--- config.mk ---
export PLATFORM = sky130hd
export DESIGN_NAME = bullet_sequencer
export DESIGN_NICKNAME = d
export VERILOG_FILES = /design/src/rtl/bullet_sequencer_pkg.sv /design/src/rtl/edge_detect.sv /design/src/rtl/bullet_sequencer.sv
export SDC_FILE = /design/constraint.sdc
export NUM_CORES = 1
export LEC_CHECK = 0
export ABC_AREA = 0
export CAP_MARGIN = 25
export CORE_AREA = 10 10 73 75
export CTS_BUF_LIST = sky130_fd_sc_hd__clkbuf_2
export CTS_CLUSTER_SIZE = 12
export DETAILED_ROUTE_END_ITERATION = 6
export DIE_AREA = 0 0 83 85
export GPL_ROUTABILITY_DRIVEN = 0
export PLACE_DENSITY = 0.77
export SLEW_MARGIN = 20
export SYNTH_ARGS = -nofsm -noshare
export SYNTH_HDL_FRONTEND = slang
export SYNTH_SLANG_ARGS = --single-unit
--- constraint.sdc ---
create_clock -name clk -period 2.6 [get_ports clk]
set_input_delay 0.39 -clock clk [delete_from_list [all_inputs] [get_ports clk]]
set_output_delay 0.39 -clock clk [all_outputs]
set_load 0.05 [all_outputs]
--- src/rtl/bullet_sequencer_pkg.sv ---
// Shared game constants: tile indices, map row indices and the shot FSM encodings.
package bullet_sequencer_pkg;

    localparam logic [4:0] DARK             = 5'd0;
    localparam logic [4:0] TILE_BASE_BULLET = 5'd13;

    localparam logic [2:0] SCORE_ROW  = 3'd0;
    localparam logic [2:0] BUBBLE_TOP = 3'd1;
    localparam logic [2:0] PLAYER_ROW = 3'd7;

    localparam logic [1:0] IDLE = 2'd0;
    localparam logic [1:0] FLY  = 2'd1;
    localparam logic [1:0] HIT  = 2'd2;
    localparam logic [1:0] COOL = 2'd3;

endpackage

--- src/rtl/edge_detect.sv ---
// 1-bit rising-edge detector; also used for the en button in the game manager.
module edge_detect (
    input  logic clk,
    input  logic rst,
    input  logic d,
    output logic rise
);

    logic d_q;

    always_ff @(posedge clk) begin
        if (rst) d_q <= 1'b0;
        else     d_q <= d;
    end

    assign rise = d & ~d_q;

endmodule

--- src/rtl/bullet_sequencer.sv ---
// One player shot: launch, row-by-row flight on step ticks, collision test, pop handshake, cooldown.
module bullet_sequencer
    import bullet_sequencer_pkg::*;
#(
    parameter int COLS       = 8,
    parameter int BROWS      = 4,
    parameter int START_ROW  = 6,
    parameter int COOL_STEPS = 2,
    parameter int TILE_BASE  = int'(TILE_BASE_BULLET)
) (
    input  logic                  clk,
    input  logic                  rst,
    input  logic                  active,
    input  logic                  step,
    input  logic                  fire,
    input  logic [2:0]            player_col,
    input  logic [1:0]            player_clr,
    input  logic [BROWS*COLS-1:0] bubble_occ,
    output logic                  pop_valid,
    output logic [1:0]            pop_row,
    output logic [2:0]            pop_col,
    output logic [1:0]            pop_clr,
    input  logic                  pop_ready,
    input  logic                  pop_done,
    output logic                  score_inc,
    output logic                  bullet_vis,
    output logic [2:0]            bullet_row,
    output logic [2:0]            bullet_col,
    output logic [4:0]            bullet_tile
);

    localparam int CW = (COOL_STEPS > 0) ? $clog2(COOL_STEPS + 1) : 1;

    logic [1:0]    state;
    logic [2:0]    row, col, tgt, row_up, tgt_m1;
    logic [1:0]    clr;
    logic [CW-1:0] cnt;
    logic          fire_edge, occ_here, occ_above;

    edge_detect u_fire_edge (
        .clk  (clk),
        .rst  (rst),
        .d    (fire),
        .rise (fire_edge)
    );

    // Occupancy of map row r (bubble rows only), column c; non-bubble rows read as empty.
    function automatic logic occ_at(input logic [BROWS*COLS-1:0] occ,
                                    input logic [2:0] r, input logic [2:0] c);
        logic [BROWS*COLS-1:0] sh;
        sh = occ >> ((int'(r) - 1) * COLS + int'(c));
        return (r >= BUBBLE_TOP) && (int'(r) <= BROWS) && sh[0];
    endfunction

    assign row_up    = row - 3'd1;
    assign occ_here  = occ_at(bubble_occ, row, col);
    assign occ_above = occ_at(bubble_occ, row_up, col);

    always_ff @(posedge clk) begin
        if (rst) begin
            state <= IDLE;
            row   <= '0;
            col   <= '0;
            clr   <= '0;
            tgt   <= '0;
            cnt   <= '0;
        end else if (!active) begin
            state <= IDLE;
            cnt   <= '0;
        end else begin
            case (state)
                IDLE: if (fire_edge) begin
                    state <= FLY;
                    row   <= 3'(START_ROW);
                    col   <= player_col;
                    clr   <= player_clr;
                end
                FLY: begin
                    // A bubble landing on the bullet's own cell wins over any step this cycle.
                    if (occ_here) begin
                        state <= HIT;
                        tgt   <= row;
                    end else if (step) begin
                        if (occ_above) begin
                            state <= HIT;
                            tgt   <= row_up;
                        end else if (row_up == SCORE_ROW) begin
                            state <= COOL;
                            cnt   <= CW'(COOL_STEPS);
                        end else begin
                            row <= row_up;
                        end
                    end
                end
                HIT: if (pop_ready) begin
                    state <= COOL;
                    cnt   <= CW'(COOL_STEPS);
                end
                default: begin
                    if (cnt == '0)  state <= IDLE;
                    else if (step)  cnt   <= cnt - 1'b1;
                end
            endcase
        end
    end

    assign tgt_m1      = tgt - 3'd1;
    assign pop_valid   = (state == HIT);
    assign pop_row     = pop_valid ? tgt_m1[1:0] : 2'd0;
    assign pop_col     = pop_valid ? col : 3'd0;
    assign pop_clr     = pop_valid ? clr : 2'd0;
    assign score_inc   = pop_valid & pop_ready & pop_done;

    assign bullet_vis  = (state == FLY) || (state == HIT);
    assign bullet_row  = bullet_vis ? row : 3'd0;
    assign bullet_col  = bullet_vis ? col : 3'd0;
    assign bullet_tile = 5'(TILE_BASE) + (bullet_vis ? {3'b000, clr} : 5'd0);

endmodule
Word-level counts from Yosys, hierarchy flattened
Cells that the tools add are included.
{"block": "totals", "register_bits": 15, "output_inout_bits": 21}
{"block": "classes", "add_sub_neg": 8, "order_cmp": 4, "n_eq_ne": 12, "shift": 2, "muxes": 31, "bitwise_logic": 6, "reduce_logical": 19}
{"operator": ">> shifter 32 x 32 -> 1 bit", "n": 2}
{"operator": "two-way mux 2 bit", "n": 20}
{"operator": "two-way mux 3 bit", "n": 8}
{"operator": "adder 7 x 4 -> 8 bit", "n": 2}
{"operator": "!= test 2 bit, second input constant", "n": 6}
{"operator": "one-hot mux 2 bit (3 select lines)", "n": 2}
{"operator": "AND reduction 8 bit", "n": 1}
{"operator": "nonzero test 2 bit", "n": 4}
{"operator": "subtractor 3 x 1 -> 4 bit, second input constant", "n": 2}
{"operator": "AND reduction 7 bit", "n": 1}
{"operator": ">= comparator 3 x 1 -> 1 bit, second input constant", "n": 2}
{"operator": "less-or-equal comparator 3 bit, second input constant", "n": 2}
{"operator": "one-hot mux 3 bit (2 select lines)", "n": 1}
{"operator": "adder 4 x 2 -> 5 bit, first input constant", "n": 1}
{"operator": "AND reduction 5 bit", "n": 1}
{"operator": "logical AND 1 bit", "n": 4}
{"operator": "zero test 2 bit", "n": 2}
{"operator": "!= test 4 bit, second input constant", "n": 1}
{"operator": "AND reduction 4 bit", "n": 1}
{"operator": "nonzero test 4 bit", "n": 1}
{"operator": "subtractor 2 x 1 -> 2 bit, second input constant", "n": 2}
{"operator": "bitwise AND 1 bit", "n": 3}
{"operator": "zero test 3 bit", "n": 1}
{"operator": "!= test 3 x 2 -> 1 bit, second input constant", "n": 1}
{"operator": "9 further kinds", "n": 11}

Depth between registers and ports, before layout
Gate-level depths: netlist (run 1).
{"block": "depth", "ltp_word": 9, "mapped_depth": 12, "depth_no_buf": 12}

Hierarchy
A second synthesis (run 1) with hierarchy kept.
{"block": "hier_totals", "hier_cells": 176, "hier_area_um2": 1451.4}
{"mod": "bullet_sequencer", "n_inst": 1, "cells_each": 173, "area_each_um2": 1403.8}
{"mod": "edge_detect", "n_inst": 1, "cells_each": 3, "area_each_um2": 47.5}

Least setup slack after synthesis (run 1)
No wires, ideal clock.
{"block": "synth_timing", "kind": "register to output", "startpoint": "reg state[0]", "endpoint": "out bullet_tile[3]", "arrival_ps": 2747, "setup_slack_ps": -537, "path_stages_with_launch": 8, "n_path_buf": 1, "cell_sequence": "dfxtp_1 > inv_1 > ha_1 > nand2_1 > inv_1 > ha_1 > inv_1 > buf_4"}
{"block": "synth_via", "elab_chain_cells": 4}
{"element": "from (decl)", "line_no": "bullet_sequencer.sv:34", "source": "logic [1:0] state;"}
{"element": "from (signal assigned)", "line_no": "bullet_sequencer.sv:61", "source": "state <= IDLE;"}
{"element": "from (signal assigned)", "line_no": "bullet_sequencer.sv:68", "source": "state <= IDLE;"}
{"element": "from (signal assigned)", "line_no": "bullet_sequencer.sv:73", "source": "state <= FLY;"}
{"element": "== test 2 x 1 -> 1 bit / == test 2 bit (equally long branches)", "line_no": "bullet_sequencer.sv:114", "source": "assign bullet_vis = (state == FLY) || (state == HIT);"}
{"element": "logical OR 1 bit *", "line_no": "bullet_sequencer.sv:114"}
{"element": "named net bullet_vis", "line_no": "bullet_sequencer.sv:26", "source": "output logic bullet_vis,"}
{"element": "two-way mux 2 bit *", "line_no": "bullet_sequencer.sv:117", "source": "assign bullet_tile = 5'(TILE_BASE) + (bullet_vis ? {3'b000, clr} : 5'd0);"}
{"element": "adder 4 x 2 -> 5 bit *", "line_no": "bullet_sequencer.sv:117"}
{"element": "to (decl)", "line_no": "bullet_sequencer.sv:29", "source": "output logic [4:0] bullet_tile"}
Mark *: on every way through the listed nets, which the timed path passes. The rest lies on a longest branch.

Worst setup path after layout (run 1)
{"block": "layout_timing", "startpoint": "reg row[1]", "endpoint": "reg state[0]"}
{"block": "layout_via", "elab_chain_cells": 9}
{"element": "from (decl)", "line_no": "bullet_sequencer.sv:35", "source": "logic [2:0] row, col, tgt, row_up, tgt_m1;"}
{"element": "from (signal assigned)", "line_no": "bullet_sequencer.sv:74", "source": "row <= 3'(START_ROW);"}
{"element": "from (signal assigned)", "line_no": "bullet_sequencer.sv:91", "source": "row <= row_up;"}
{"element": "subtractor 3 x 1 -> 3 bit", "line_no": "bullet_sequencer.sv:55", "source": "assign row_up = row - 3'd1;"}
{"element": "subtractor 3 x 1 -> 4 bit", "line_no": "bullet_sequencer.sv:51", "source": "sh = occ >> ((int'(r) - 1) * COLS + int'(c));"}
{"element": "adder 7 x 4 -> 8 bit", "line_no": "bullet_sequencer.sv:51"}
{"element": ">> shifter 32 x 32 -> 1 bit", "line_no": "bullet_sequencer.sv:51"}
{"element": "logical AND 1 bit", "line_no": "bullet_sequencer.sv:52", "source": "return (r >= BUBBLE_TOP) && (int'(r) <= BROWS) && sh[0];"}
{"element": "two-way mux 2 bit", "line_no": "bullet_sequencer.sv:84", "source": "if (occ_above) begin"}
{"element": "two-way mux 2 bit", "line_no": "bullet_sequencer.sv:83", "source": "end else if (step) begin"}
{"element": "two-way mux 2 bit", "line_no": "bullet_sequencer.sv:80", "source": "if (occ_here) begin"}
{"element": "one-hot mux 2 bit (3 select lines)", "line_no": "bullet_sequencer.sv:71", "source": "case (state)"}
{"element": "to (signal assigned)", "line_no": "bullet_sequencer.sv:73"}
{"element": "to (signal assigned)", "line_no": "bullet_sequencer.sv:81", "source": "state <= HIT;"}
{"element": "to (signal assigned)", "line_no": "bullet_sequencer.sv:85", "source": "state <= HIT;"}
Several ways; a longest one is shown, not always the timed one. The select of a mux whose other input is x is not followed.
A chain may end at the register's enable or synchronous reset.

==> results of run 1 <==
-- how the worst max path moves through the flow --
stage | start | to | slack, ps | cells past startpoint
final | row[1] | state[0] | 40 | 12
after global routing | row[1] | state[0] | -40 | 12
after CTS | col[0] | state[0] | 3 | 7
after detailed placement | bubble_occ[6] | state[0] | -100 | 8
after global placement | bubble_occ[29] | state[0] | 2 | 8
after floorplan | state[1] | bullet_tile[3] | 3 | 7
-- through the flow --
step	cell area [um2]	hold WS [ps]	worst slack (ps)	utilization (%)	cells
after floorplan	1520	454	2.89	-	165
after global placement	2230	465	1.64	56.9	284
after detailed placement	2230	471	-99.3	56.9	284
after CTS	2260	494	2.56	57.7	288
after global routing	2280	503	-43.6	58.4	290
final	2280	496	39.0	58.4	290
-- layout make-up --
type / count / area, um2
clock buffers: 3 / 15.0
clock inverters: 1 / 5.00
fillers: 352 / 1630
inverters: 20 / 75.1
multi-input cells: 124 / 1110
flip-flops and latches: 15 / 305
well taps: 50 / 62.6
repair buffers: 77 / 711
-- cell usage after synthesis, drive strengths merged, types with 4 or more instances --
master,n,area share [%]
nand2,7,1.8
mux2i,10,8.9
a21oi,11,4.4
nor2b,4,1.7
ha,15,13
nor2,15,3.8
o21ai,6,2.0
mux4,8,12
buf,4,2.3
inv,20,5.0
and2,12,5.0
dfxtp,15,20
-- cell families after synthesis --
group | count (synthesis)
XOR/XNOR | 2
flip-flops | 15
AND/OR/NAND/NOR | 50
buffers and inverters | 26
AO/OA/AOI/OAI | 39
multiplexers | 18
adder cells (fa/ha/maj) | 15
-- power groups by stage --
stage | Sequential, mW | Clock, mW | Combinational, mW
2_1_floorplan | 0.249 | 0 | 0.160
5_1_grt | 0.253 | 0.129 | 0.292
6_report | 0.251 | 0.115 | 0.272
3_5_place_dp | 0.255 | 0 | 0.267
3_3_place_gp | 0.255 | 0 | 0.261
4_1_cts | 0.251 | 0.122 | 0.271
-- what timing repair did --
item / in CTS / in global routing
hold buffers: 0 / 0
gates cloned: 0 / 0
setup buffers: 0 / 2
gates resized for setup: 4 / 6
setup endpoints to repair: 1 / 10
pin swaps: 2 / 2
-- worst min-delay path: stages, from the launching register on --
cell and delay, ps:
dfxtp_1 340, o21ai_0 70, a21oi_1 60
-- registers in the layout (all words and copies together) (netlist names) --
| register | cells |
|---|---|
| u_fire_edge.d_q | 1 |
| clr | 2 |
| col | 3 |
| row | 3 |
| state | 2 |
| cnt | 2 |
| tgt | 2 |
-- routing by layer --
metal	part of all wire [%]	wire, um
met5	0	0
met3	2.7	123
met4	1.3	61
met1	43	1940
met2	53	2420
==> metrics.md, run 1 <==
| Metric | Value |
|---|---|
| Status | `finished, final reports clean` |
| CP Buf/Inv Count | `2` |
| Clock skew | `8.38 ps` |
| Switch share | `33.3%` |
| Die Height | `85 um` |
| Row count | `23` |
| Met2 Use GR | `22.4%` |
| Pin count of the biggest net entering global routing | `13` |
| NetSw | `0.213 mW` |
| VDD IR max | `242 uV` |
| Final setup fails | `0` |
| Final Power | `0.638 mW` |
| CTS Buffer Depth | `2` |
| Warnings, synthesis | `0` |
| Number of diodes | `0` |
| Final period utilization | `98.5%` |
| Reg2reg start | `row[1]` |
| Mapped Cells | `165` |
| Worst hold path startpoint | `cnt[0]` |
| Post-synthesis simple-gate area fraction | `between 15 and 20%` |
| Async SR Flop Fraction | `0%` |
| H-Tree Depth | `1` |
| Main combinational cell family by area after synthesis | `multiplexers` |
| Fin crit period | `2560 ps` |
| Max-slew headroom | `a little over three fifths` |
| # clock sinks | `15` |
| Final Hold Vio Count | `0` |
| Hold/Removal Path Class | `flop to flop` |
| Synth Flop Type | `dfxtp_1` |
| R2R depth | `12` |
| Sum Neg Setup Slack | `0 ps` |
| FF-to-FF setup slack | `40 ps` |
| Max Fanout on Critical Path | `5` |
| Clock insertion delay at the later pin of the skew report | `300 ps` |
| RSZ-0062 raised after global routing | `true` |
| Initial Utilization | `38.1%` |
| Mapped Avg Cell Area | `9.04 um2` |
| Post-synthesis sequential area ratio | `approximately 20%` |
| Top delay family on crit path | `simple AND/OR/NAND/NOR gates` |
| Num ports | `65` |
| CTS tree | `done` |
| Worst Setup End Kind | `flop` |
| Syn_nets | `approximately 220` |
| Post-synth EDFFs | `0` |
| Synth Area in XOR/XNOR | `1.17%` |
| DR WL/cell | `15.7 um` |
| Leakage | `approximately 1.0 nW` |
| Commonest non-fill, non-tap cells in the layout | `clkdlybuf4s50_1 (47), buf_4 (27), inv_1 (18)` |
| Compound-Gate Fraction of Synth Area | `19.9%` |
| Type of origin of the critical path | `flop` |
| WP data required | `~2800 ps` |
| Worst-Margin Slew | `547 ps` |
| Crit path DAT | `2800 ps` |
| Mapped Area | `1490 um2` |
| Final #Nets | `300` |
| Initial antenna violation count | `0` |
| Post-route DRC | `0` |
| Hold EP | `cnt[0]` |
| Most common cell after layout, fill and taps aside | `clkdlybuf4s50_1` |
| CTS Buf Count | `3` |
| Power share of the clock group | `between 15 and 20%` |
| Cell Pwr Density | `279 nW/um2` |
| Number of routed nets with antenna violations | `0` |
| Vias in the first global route | `1440` |
| Dpl hpwl | `3.85 mm` |
| Worst path cell trace | `inv_1, ha_2, ha_4, inv_1, ha_1, nand2b_1, a21oi_2, and2_4, a221oi_1, o211a_1, or4_1, a21oi_2` |
| Crit-path max cell delay | `between 400 and 500 ps` |
| Met3 usage | `2.10%` |
| Core footprint | `3910 um2` |
| First-pass GRT wire length | `between 7 and 8 mm` |
| P&R area growth vs syn | `53.2%` |
| Die ar. | `just over 7000 um2` |
| Flops & latches, synth | `15` |
| Pint | `0.425 mW` |
| Sequential power share | `39.3%` |
| I/O Buffers | `64` |
| Logic pwr share | `between 40% and 50%` |
| Reg clk slew, reported paths | `140 ps` |
| Remaining Overflow, GRT | `0` |
| Adder-cell share of the synthesized area | `12.6%` |
| Vias per cell | `5.21` |
| CP Class | `flop to flop` |
| Total of max-cap violations | `0` |
| Initial DRC count | `55` |
| Met1 global-route usage | `13.8%` |
| Root buffer cell | `clkbuf_2` |
| Critical path's slowest cell | `or4_1` |
| DIE WIDTH | `about 83 um` |
| Number of library cell types mapped by synthesis | `43` |
| Max Slew Vio Count | `0` |
| Tot GR Track Use | `12.1%` |
| RR Endpoint | `state[0]` |
| Pre-antenna DRT Iters | `4` |
| Global-route layer with the greatest usage | `met2` |
| Layout cells sized above 1 | `25.8%` |
| Multiplexer share of the synthesized area | `21.0%` |
| Drt total wl | `4.55 mm` |
| Fmax | `about 400 MHz` |
| Hold Crit Depth | `2` |
| Vias | `between 1.5k and 2k` |
(Power assumes the default switching activity.)
==> inputs of run 2 (changes only) <==
- CAP_MARGIN: 25 -> not set
==> results of run 2 <==
Same layout as run 1: the final DEF is identical, and so are final timing and power.
